`src/rtl/seg_scan_ctrl.sv`:
```
// -----------------------------------------------------------------------------
// seg_scan_ctrl
//
// Time-multiplexed scan controller for an 8-digit common-anode seven-segment
// display. Each digit slot is BLANK_CYCLES of dark time followed by
// DIG_CYCLES of lit time. Digit k shows hex nibble k of the active display
// word. New data is held in a pending buffer and only becomes active at a
// frame boundary, or straight away while the scanner is idle.
//
// Ports
//   sys_clk     in   system clock, rising edge
//   sys_rst_n   in   asynchronous active-low reset
//   run         in   1 = scan, 0 = display dark
//   data_vld    in   new display data offered
//   data_rdy    out  controller can accept data (= no data pending)
//   data_in     in   [31:0] hex digits, nibble k drives digit k
//   dp_in       in   [7:0]  decimal points, bit k lights dp of digit k
//   mask_in     in   [7:0]  digit enables, bit k = 0 keeps digit k dark
//   sel_en      out  digit decoder enable
//   sel_add     out  [2:0] digit decoder address
//   seg         out  [7:0] active-low segments, bit7 = dp, bits 6:0 = g..a
//   frame_done  out  one-cycle pulse after digit 7's lit window ends
//
// Handshake: a transfer happens on every rising edge where data_vld and
// data_rdy are both 1. data_rdy is a registered copy of "no data pending";
// data_vld while data_rdy = 0 is ignored, and the offering side does not
// need to hold data_vld for any minimum time.
//
// All outputs come straight from flops.
// -----------------------------------------------------------------------------
module seg_scan_ctrl #(
   parameter int DIG_CYCLES   = 50000,
   parameter int BLANK_CYCLES = 500
) (
   input  logic        sys_clk,
   input  logic        sys_rst_n,
   input  logic        run,
   input  logic        data_vld,
   output logic        data_rdy,
   input  logic [31:0] data_in,
   input  logic [7:0]  dp_in,
   input  logic [7:0]  mask_in,
   output logic        sel_en,
   output logic [2:0]  sel_add,
   output logic [7:0]  seg,
   output logic        frame_done
);

   localparam int MAX_CYCLES = (DIG_CYCLES > BLANK_CYCLES) ? DIG_CYCLES : BLANK_CYCLES;
   localparam int CNT_W      = (MAX_CYCLES > 1) ? $clog2(MAX_CYCLES) : 1;
   localparam logic [CNT_W-1:0] DIG_LAST   = CNT_W'(DIG_CYCLES - 1);
   localparam logic [CNT_W-1:0] BLANK_LAST = CNT_W'(BLANK_CYCLES - 1);

   typedef enum logic [1:0] {
      ST_IDLE  = 2'd0,
      ST_BLANK = 2'd1,
      ST_SHOW  = 2'd2
   } state_t;

   state_t           r_state;
   logic [CNT_W-1:0] r_cnt;
   logic [2:0]       r_digit;

   logic             r_pend;
   logic             r_rdy;
   logic [31:0]      r_pend_data;
   logic [7:0]       r_pend_dp;
   logic [7:0]       r_pend_mask;
   logic [31:0]      r_act_data;
   logic [7:0]       r_act_dp;
   logic [7:0]       r_act_mask;

   logic             r_sel_en;
   logic [2:0]       r_sel_add;
   logic [7:0]       r_seg;
   logic             r_frame_done;

   logic             w_capture;
   logic             w_commit;
   logic [31:0]      w_act_data;
   logic [7:0]       w_act_dp;
   logic [7:0]       w_act_mask;
   logic [2:0]       w_next_digit;
   logic [3:0]       w_nibble;
   logic [7:0]       w_show_seg;

   // Active-low seven-segment font; the dp bit is cleared when dp is lit.
   function automatic logic [7:0] encode(input logic [3:0] nib, input logic dp);
      logic [6:0] s;
      case (nib)
         4'h0:    s = 7'h40;
         4'h1:    s = 7'h79;
         4'h2:    s = 7'h24;
         4'h3:    s = 7'h30;
         4'h4:    s = 7'h19;
         4'h5:    s = 7'h12;
         4'h6:    s = 7'h02;
         4'h7:    s = 7'h78;
         4'h8:    s = 7'h00;
         4'h9:    s = 7'h10;
         4'hA:    s = 7'h08;
         4'hB:    s = 7'h03;
         4'hC:    s = 7'h46;
         4'hD:    s = 7'h21;
         4'hE:    s = 7'h06;
         default: s = 7'h0E;
      endcase
      return {~dp, s};
   endfunction

   always_comb begin
      w_capture    = data_vld & r_rdy;
      // The commit decision looks at r_pend before this edge's capture, so
      // data captured during the frame_done cycle waits for the next frame.
      w_commit     = r_pend & ((r_state == ST_IDLE) | r_frame_done);
      // Look-ahead of the active buffer so a digit entering SHOW on the same
      // edge as a commit already shows the new data.
      w_act_data   = w_commit ? r_pend_data : r_act_data;
      w_act_dp     = w_commit ? r_pend_dp   : r_act_dp;
      w_act_mask   = w_commit ? r_pend_mask : r_act_mask;
      w_next_digit = r_digit + 3'd1;
      w_nibble     = w_act_data[{r_digit, 2'b00} +: 4];
      w_show_seg   = w_act_mask[r_digit] ? encode(w_nibble, w_act_dp[r_digit]) : 8'hFF;
   end

   always_ff @(posedge sys_clk or negedge sys_rst_n) begin
      if (!sys_rst_n) begin
         r_state      <= ST_IDLE;
         r_cnt        <= '0;
         r_digit      <= '0;
         r_pend       <= 1'b0;
         r_rdy        <= 1'b1;
         r_pend_data  <= '0;
         r_pend_dp    <= '0;
         r_pend_mask  <= '0;
         r_act_data   <= '0;
         r_act_dp     <= '0;
         r_act_mask   <= '0;
         r_sel_en     <= 1'b0;
         r_sel_add    <= '0;
         r_seg        <= 8'hFF;
         r_frame_done <= 1'b0;
      end else begin
         // Capture and commit are mutually exclusive: capture needs
         // r_pend = 0, commit needs r_pend = 1.
         if (w_capture) begin
            r_pend_data <= data_in;
            r_pend_dp   <= dp_in;
            r_pend_mask <= mask_in;
            r_pend      <= 1'b1;
            r_rdy       <= 1'b0;
         end else if (w_commit) begin
            r_act_data  <= r_pend_data;
            r_act_dp    <= r_pend_dp;
            r_act_mask  <= r_pend_mask;
            r_pend      <= 1'b0;
            r_rdy       <= 1'b1;
         end

         r_frame_done <= 1'b0;

         case (r_state)
            ST_IDLE: begin
               r_sel_en  <= 1'b0;
               r_seg     <= 8'hFF;
               r_sel_add <= '0;
               r_cnt     <= '0;
               r_digit   <= '0;
               if (run) begin
                  r_state <= ST_BLANK;
               end
            end

            ST_BLANK: begin
               if (!run) begin
                  r_state   <= ST_IDLE;
                  r_sel_en  <= 1'b0;
                  r_seg     <= 8'hFF;
                  r_sel_add <= '0;
                  r_cnt     <= '0;
                  r_digit   <= '0;
               end else if (r_cnt == BLANK_LAST) begin
                  r_state  <= ST_SHOW;
                  r_cnt    <= '0;
                  r_sel_en <= w_act_mask[r_digit];
                  r_seg    <= w_show_seg;
               end else begin
                  r_cnt <= r_cnt + CNT_W'(1);
               end
            end

            ST_SHOW: begin
               if (!run) begin
                  r_state   <= ST_IDLE;
                  r_sel_en  <= 1'b0;
                  r_seg     <= 8'hFF;
                  r_sel_add <= '0;
                  r_cnt     <= '0;
                  r_digit   <= '0;
               end else if (r_cnt == DIG_LAST) begin
                  r_state      <= ST_BLANK;
                  r_cnt        <= '0;
                  r_digit      <= w_next_digit;
                  r_sel_add    <= w_next_digit;
                  r_sel_en     <= 1'b0;
                  r_seg        <= 8'hFF;
                  r_frame_done <= (r_digit == 3'd7);
               end else begin
                  r_cnt <= r_cnt + CNT_W'(1);
               end
            end

            default: begin
               r_state <= ST_IDLE;
            end
         endcase
      end
   end

   assign data_rdy   = r_rdy;
   assign sel_en     = r_sel_en;
   assign sel_add    = r_sel_add;
   assign seg        = r_seg;
   assign frame_done = r_frame_done;

endmodule

```
`config.mk`:
```
export PLATFORM = sky130hd
export DESIGN_NAME = seg_scan_ctrl
export DESIGN_NICKNAME = d
export VERILOG_FILES = /design/src/rtl/seg_scan_ctrl.sv
export SDC_FILE = /design/constraint.sdc
export NUM_CORES = 1
export LEC_CHECK = 0
export ABC_AREA = 1
export ABC_CLOCK_PERIOD_IN_PS = 2400
export BUFFER_PORTS_ARGS = -buffer_cell sky130_fd_sc_hd__buf_2
export CORE_MARGIN = 3
export CORE_UTILIZATION = 38
export CTS_CLUSTER_SIZE = 16
export DETAILED_ROUTE_END_ITERATION = 7
export MAX_ROUTING_LAYER = met4
export PLACE_DENSITY_LB_ADDON = 0.25
export SKIP_LAST_GASP = 1
export SYNTH_ARGS = -nofsm -noshare
export SYNTH_HDL_FRONTEND = slang
export SYNTH_SLANG_ARGS = --single-unit
```
`constraint.sdc`:
```
create_clock -name sys_clk -period 2.4 [get_ports sys_clk]
set_clock_uncertainty 0.05 [all_clocks]
set_input_delay 0.12 -clock sys_clk [delete_from_list [all_inputs] [get_ports sys_clk]]
set_output_delay 0.12 -clock sys_clk [all_outputs]
set_load 0.02 [all_outputs]
```
## Word level (Yosys, flattened, before mapping)

Memories as Yosys holds them, arrays and structs flattened.
Cells that the tools add are included.
W data, S select, Z words.

| storage, ports and cells | value |
|---|---|
| register bits | 129 |
| ROM bits | 112 |
| bits of input ports | 52 |
| output and inout port bits | 14 |
| logic and storage cells | 78 |
| memories | 1 |

| operators by class | value |
|---|---|
| add/sub/neg operators | 2 |
| order comparisons | 1 |
| equality and inequality tests | 9 |
| shift-type cells | 1 |
| mux-type cells | 40 |
| bitwise gates (word level) | 4 |
| reductions and logical operators | 6 |

Memories:

| name | words | width | rd ports | clocked after memory_dff | wr ports | RTL line | source |
|---|---|---|---|---|---|---|---|
| (name not given) | 16 | 7 | 1 | 0 | 0 | 90 | `case (nib)` |

Operator list:

| operator | number |
|---|---|
| $mux W16 | 4 |
| $mux W8 | 7 |
| $pmux W16 S3 | 1 |
| $mux W32 | 1 |
| $shiftx A32 B6 Y4 | 1 |
| $pmux W8 S3 | 1 |
| $add A16 B1 Y16 const B | 1 |
| $eq A16 B16 Y1 const B | 1 |
| $eq A16 B9 Y1 const B | 1 |
| $mux W1 | 13 |
| $mux W2 | 5 |
| $mux W3 | 3 |
| $pmux W3 S3 | 1 |
| $reduce_and A3 Y1 | 3 |
| $bmux W1 S3 | 2 |
| $ne A3 B3 Y1 const B | 2 |
| $pmux W2 S3 | 1 |
| $lt A3 B4 Y1 const B | 1 |
| $ne A2 B2 Y1 const B | 2 |
| $add A3 B1 Y3 const B | 1 |
| $eq A3 B3 Y1 const B | 1 |
| $pmux W1 S3 | 1 |
| $reduce_bool A3 Y1 | 1 |
| $and A1 B1 Y1 | 2 |
| other kinds (6) | 6 |

## Longest topological paths before layout

| logic depth | value |
|---|---|
| depth after elaboration | 11 |
| gate-level depth with buffers | 19 |
| gate-level depth less buffers | 17 |

## Worst setup path after synthesis

OpenSTA, ideal clock, no wires.

| timing path | value |
|---|---|
| kind | reg2reg |
| start | register r_state[0] |
| end | register r_seg[3] (netlist: seg[3]) |
| data arrival time | 2.171 ns |
| data required time | 2.278 ns |
| path slack | 0.107 ns |
| stages on the path, launching flop included | 20 |
| clock period less this slack | 2.293 ns |
| cell sequence | dfrtp_1 -> inv_1 -> ha_1 -> o21ai_2 -> buf_6 -> buf_6 -> nand2_1 -> o21ai_1 -> nand2_1 -> nand3_1 -> nand3_1 -> nand2_2 -> inv_1 -> ha_1 -> nand3_1 -> nand2_1 -> nand2_1 -> nand3_1 -> nand2_1 -> inv_1 |

| between the ends | value |
|---|---|
| longest elaborated chain between the ends | 10 |

Ends and longest elaborated chain:

| element | RTL line | source |
|---|---|---|
| start: declaration | 60 | `state_t r_state;` |
| start signal: assignment | 128 | `r_state <= ST_IDLE;` |
| start signal: assignment | 170 | `r_state <= ST_BLANK;` |
| start signal: assignment | 176 | `r_state <= ST_IDLE;` |
| $logic_not A2 Y1 | 115, 162 |  |
| $or A1 B1 Y1 | 115 | `w_commit = r_pend & ((r_state == ST_IDLE) \| r_frame_done);` |
| $and A1 B1 Y1 | 115 |  |
| $mux W32 or $mux W8 (tied branches) | n/a |  |
| $shiftx A32 B6 Y4 or $bmux W1 S3 (tied branches) | 122, 123 |  |
| $mem_v2 Z16 W7 or $mux W1 (tied branches) | n/a |  |
| $mux W8 | 123 | `w_show_seg = w_act_mask[r_digit] ? encode(w_nibble, w_act_dp[r_digit]) : 8'hFF;` |
| $mux W8 | 182 | `end else if (r_cnt == BLANK_LAST) begin` |
| $mux W8 | 175 | `if (!run) begin` |
| $pmux W8 S3 | 162 | `case (r_state)` |
| end signal: assignment | 186 | `r_seg <= w_show_seg;` |
| end: declaration | 75 | `logic [7:0] r_seg;` |

Several ways; a longest one is shown, not always the timed one. The select of a mux whose other input is x is not followed.
A chain may end at the register's enable or synchronous reset.

## Worst setup path in the final report

| timing path | value |
|---|---|
| start | register r_state[0] |
| end | register r_seg[2] (netlist: seg[2]) |

The elaborated chain is that of the path after synthesis.

==> results.txt <==
Setup repair after global routing could not meet its margin everywhere. The total global-route track usage is 0.1948. The delay of the slowest cell on the worst path is 0.40 ns. The clock insertion delay at the later pin of the skew report is between 0.4 and 0.5 ns.

STA classifies the critical path endpoint as a flop. The number of top-level pins came out at 66. For this run, the top clock speed supported by timing is 424.6 MHz. The flow ran to the end, and the final reports show no timing, DRC or antenna violations. Ranked by total cell area, the synthesized netlist is headed by sky130_fd_sc_hd__dfrtp_1, sky130_fd_sc_hd__nand2_1, sky130_fd_sc_hd__nand3_1. The count of filler cells inserted in the layout came out at 1,576. The flip-flop and latch count after synthesis came out at ~130. The die covers 19,000 sq um. The per-cell routed wire length is 13.91 um. Detailed placement finished with a half-perimeter wire length of 11,110 um. The number of antenna violations at the first check in global routing was 0. The maximum resistive drop on vdd is 637.2 uV.

The count of antenna-violating nets left after detailed routing came out at 0. The slew at the pin closest to its max-slew limit came out at 1.112 ns. The die boundary height came out at 137.8 um.

The yosys synthesis warning count came out at 0. The wire length reported by the detailed router is 17,060 um. The net count after synthesis is slightly above 900. The post-route standard cell area excluding fillers is 8722 sq um. Using the TritonRoute via totals, the vias-per-cell ratio works out to 4.842. The minimum clock period came out at 2.355 ns.

The number of DRC violations after detailed-routing iteration 0 came out at 466. Synthesis produced a netlist whose cell count is 852. The worst register-to-register path has a depth of 17.

The worst min-delay path category is in2reg. The standard cell core area came out at around 17,000 sq um. The H-tree was split into 4 levels. The number of max-cap violations came out at 0.

The worst setup path is of the reg2reg kind. The number of global-route vias before repair is 5,642. The antenna diode instance count is 0.

In this run the deepest clock path goes through 2 buffers. A synthesized cell averages approximately 7.8 sq um. The count of cell instances traversed by the critical path came out at 17. The fraction of layout cells with a size suffix above 1 came out at 0.2026.

The number of buffers inserted by port buffering came out at 65. The net count of the finished layout is 1,059. The area used by sequential logic in the layout is 3239 sq um. The detailed router placed about 5,900 vias in this run. The period utilization came out at 0.9814. Summed over all instances, the cell type with the most area after synthesis is sky130_fd_sc_hd__dfrtp_1. The first-pass detailed-route iteration total is 5.

The power density normalized to cell area is 1178 nW/um^2. The final number of hold-violating endpoints came out at 0. Routability-driven placement finished with a final weighted congestion of 0.8459.

Traced cell by cell, the critical path runs through inv_2, ha_4, o21ai_4, buf_12, clkbuf_16, o21ai_2, nand2_1, nand3_1, nand3_2, nand2_4, inv_2, ha_1, inv_2, nand3_1, nand2_1, nand2_1, a2bb2oi_1. The post-place instance area is roughly 7300 sq um. The capture point of the worst reg-to-reg path is seg[2]. The number of buffers and inverters on the critical path is 5.

In this run the worst setup path begins at r_state[0]. The headroom to the max-slew limit is 0.2587. Setup total negative slack on the finished layout was measured at 0 ns.

Summed over all layers, the global routing overflow is 0. The primary flip-flop cell chosen by synthesis mapping is sky130_fd_sc_hd__dfrtp_1. The global-route wire length before repair came out at 28,280 um.

In this run the worst setup path terminates at seg[2]. The area of combinational cells with multiple inputs is 3043 sq um. The fraction of registers with async set/reset is 1.000.

The launch instance of the worst register-to-register path is r_state[0]. The die extent in x came out at about 140 um. For this design the static power due to leakage is 0.004278 uW. The floorplan has 47 rows.

The clock buffer count from CTS is 17. The mapped cell area came out at approximately 6600 sq um. Setup violations remaining at the end of the flow were counted as 0. The fraction of synthesized cell area taken by the top area cell type is 0.4546. The count of distinct cell types in the synthesized netlist is 38.

The slowest stage of the critical path is the sky130_fd_sc_hd__dfrtp_1 cell. The CTS tree is done. The root cell of the clock tree is sky130_fd_sc_hd__clkbuf_16.

The effective utilization at floorplan came out at 0.3927. The slack of the worst reg-to-reg path is 0.04 ns. The maximum fanout along the worst path came out at 6. Of the synthesized area, sequential elements account for 0.4904. The number of DRC violations after detailed routing came out at 0. After clock tree synthesis, the clock-pin slew on the worst setup and hold paths is approximately 0.06 ns.

The signal arrival time at the worst endpoint came out at 2.65 ns. The maximum number of pins on one net before global-route repair came out at 115. Grouping stages by cell kind, the critical path spends the most delay in simple AND/OR/NAND/NOR gates. The post-synthesis to final-layout area growth came out at 32.05%.

For the worst setup path, the data required time is 2.69 ns. The worst setup path is launched from a flop. The final-report max-slew violation count came out at 0. Yosys mapped a number of flops with a built-in enable equal to 0.

The CTS sink count came out at 129.
-- cell usage after synthesis, types with 2 or more instances --
cell	number
sky130_fd_sc_hd__buf_2	8
sky130_fd_sc_hd__o21ai_2	4
sky130_fd_sc_hd__or2_2	6
sky130_fd_sc_hd__a21oi_1	8
sky130_fd_sc_hd__nand3_2	3
sky130_fd_sc_hd__nand3b_1	5
sky130_fd_sc_hd__o21ai_0	45
sky130_fd_sc_hd__buf_1	5
sky130_fd_sc_hd__nand2_2	5
sky130_fd_sc_hd__inv_1	59
sky130_fd_sc_hd__clkbuf_1	21
sky130_fd_sc_hd__mux2i_1	2
sky130_fd_sc_hd__dfstp_2	9
sky130_fd_sc_hd__nand3_1	108
sky130_fd_sc_hd__o21ai_1	11
sky130_fd_sc_hd__buf_6	5
sky130_fd_sc_hd__nand4_1	7
sky130_fd_sc_hd__nor3_1	4
sky130_fd_sc_hd__dfrtp_1	120
sky130_fd_sc_hd__nor2_1	61
sky130_fd_sc_hd__xor2_1	6
sky130_fd_sc_hd__nand2_1	291
sky130_fd_sc_hd__a21boi_1	3
sky130_fd_sc_hd__a31oi_1	23
sky130_fd_sc_hd__clkinv_1	2
sky130_fd_sc_hd__inv_2	6
sky130_fd_sc_hd__nor2_2	2
sky130_fd_sc_hd__ha_1	13
-- cell usage in the layout (no fill, tap or decap), types with 2 or more instances in the layout --
master,Yosys,final
sky130_fd_sc_hd__dlygate4sd3_1,0,49
sky130_fd_sc_hd__nand2_1,291,290
sky130_fd_sc_hd__clkinv_4,0,2
sky130_fd_sc_hd__a21boi_1,3,3
sky130_fd_sc_hd__o21ai_2,4,6
sky130_fd_sc_hd__buf_2,8,64
sky130_fd_sc_hd__nor3_1,4,4
sky130_fd_sc_hd__nand3_1,108,99
sky130_fd_sc_hd__nor2_2,2,4
sky130_fd_sc_hd__nand3b_1,5,5
sky130_fd_sc_hd__mux2i_1,2,2
sky130_fd_sc_hd__inv_2,6,10
sky130_fd_sc_hd__o21ai_4,0,2
sky130_fd_sc_hd__o21ai_0,45,45
sky130_fd_sc_hd__a31oi_1,23,23
sky130_fd_sc_hd__buf_12,0,5
sky130_fd_sc_hd__clkinv_1,2,2
sky130_fd_sc_hd__buf_4,1,43
sky130_fd_sc_hd__nor2_1,61,59
sky130_fd_sc_hd__dfrtp_1,120,120
sky130_fd_sc_hd__clkbuf_8,0,2
sky130_fd_sc_hd__clkinvlp_4,0,4
sky130_fd_sc_hd__nand2_4,1,6
sky130_fd_sc_hd__o21ai_1,11,7
sky130_fd_sc_hd__nand3_2,3,9
sky130_fd_sc_hd__inv_6,0,2
sky130_fd_sc_hd__ha_1,13,11
sky130_fd_sc_hd__dfstp_2,9,9
sky130_fd_sc_hd__inv_1,59,55
sky130_fd_sc_hd__clkbuf_1,21,2
sky130_fd_sc_hd__nand3_4,0,3
sky130_fd_sc_hd__bufinv_16,0,3
sky130_fd_sc_hd__a21oi_1,8,8
sky130_fd_sc_hd__or2_2,6,6
sky130_fd_sc_hd__clkbuf_16,0,18
sky130_fd_sc_hd__nand4_1,7,7
sky130_fd_sc_hd__xor2_1,6,6
-- layer usage --
layer	vias to the layer above	wire length (um)	track usage
met4	0	234	0.05653
met1	2755	8481	0.2710
met2	125	7729	0.2888
met5	-	0	-
met3	18	618	0.04091
li1	3043	-	-
-- worst reg2reg max path, cell delays in order (launching register included) --
cell                        delay (ns)
sky130_fd_sc_hd__dfrtp_1          0.40
sky130_fd_sc_hd__inv_2            0.10
sky130_fd_sc_hd__ha_4             0.17
sky130_fd_sc_hd__o21ai_4          0.08
sky130_fd_sc_hd__buf_12           0.14
sky130_fd_sc_hd__clkbuf_16        0.15
sky130_fd_sc_hd__o21ai_2          0.12
sky130_fd_sc_hd__nand2_1          0.07
sky130_fd_sc_hd__nand3_1          0.10
sky130_fd_sc_hd__nand3_2          0.11
sky130_fd_sc_hd__nand2_4          0.13
sky130_fd_sc_hd__inv_2            0.05
sky130_fd_sc_hd__ha_1             0.20
sky130_fd_sc_hd__inv_2            0.07
sky130_fd_sc_hd__nand3_1          0.09
sky130_fd_sc_hd__nand2_1          0.07
sky130_fd_sc_hd__nand2_1          0.07
sky130_fd_sc_hd__a2bb2oi_1        0.13
-- logic make-up (layout without fill, tap and decap cells) --
family,count (synthesis),after routing,synth area share
AOI/OAI and AO/OA,98,98,0.08373
xor gates and xnor gates,6,6,0.007956
muxes,2,2,0.003031
buffers and inverters,108,263,0.07085
adders and majority gates,13,13,0.02463
DFF,129,129,0.4904
and+or+nand+nor,496,496,0.3194
-- power by group --
| part | internal [uW] | total (uW) | switching [uW] |
|---|---|---|---|
| Combinational | 1650 | 4060 | 2400 |
| Sequential | 3050 | 3530 | 483 |
| Clock | 1700 | 2680 | 985 |
-- flip-flops by register name (all words and copies together) (netlist names), 2 cells and up --
signal       count
r_act_data      32
r_cnt           16
sel_add          3
r_act_dp         8
r_pend_mask      8
r_state          2
r_pend_data     32
r_pend_dp        8
r_act_mask       8
seg              8
-- final cells by class --
| class | count | share of cell area |
|---|---|---|
| clock buffer | 21 | 0.05279 |
| timing repair buffer | 164 | 0.1488 |
| inverter | 67 | 0.02883 |
| multi-input combinational | 615 | 0.3489 |
| sequential | 129 | 0.3714 |
| tap | 220 | 0.03156 |
| clock inverter | 11 | 0.01779 |
-- worst min path at each step --
stage | startpoint | endpoint | cells after the start
2_1_floorplan | sys_rst_n | frame_done | 0
5_1_grt | run | r_state[0] | 4
3_3_place_gp | sys_rst_n | r_pend_dp[1] | 1
6_report | run | r_state[1] | 4
3_5_place_dp | sys_rst_n | r_pend_dp[0] | 1
4_1_cts | run | r_state[1] | 4
-- per-stage QoR --
stage / util / instances / total power, uW / hold slack (ns) / setup WS [ns]
after floorplan: - / 852 / 6079 / -0.2256 / 0.1071
after global placement: 0.4348 / 1130 / 7002 / 0.03177 / 0.02032
after CTS: 0.5041 / 1213 / 9973 / 0.04445 / 0.008716
after detailed placement: 0.4348 / 1130 / 7065 / 0.02811 / -0.04614
after global routing: 0.5186 / 1227 / 11080 / 0.1148 / -0.1215
final: 0.5186 / 1227 / 10270 / 0.04675 / 0.04457
-- what timing repair did --
item                                   in CTS  in global routing
resized for setup                           6                 26
setup endpoints to repair                   8                  8
setup buffers                               1                 13
pin swaps                                   1                  9
cloned                                      1                  1
endpoints found under the hold margin     129                  0
hold buffers                               49                  0
Note: power is estimated with default switching activity, not from simulation.
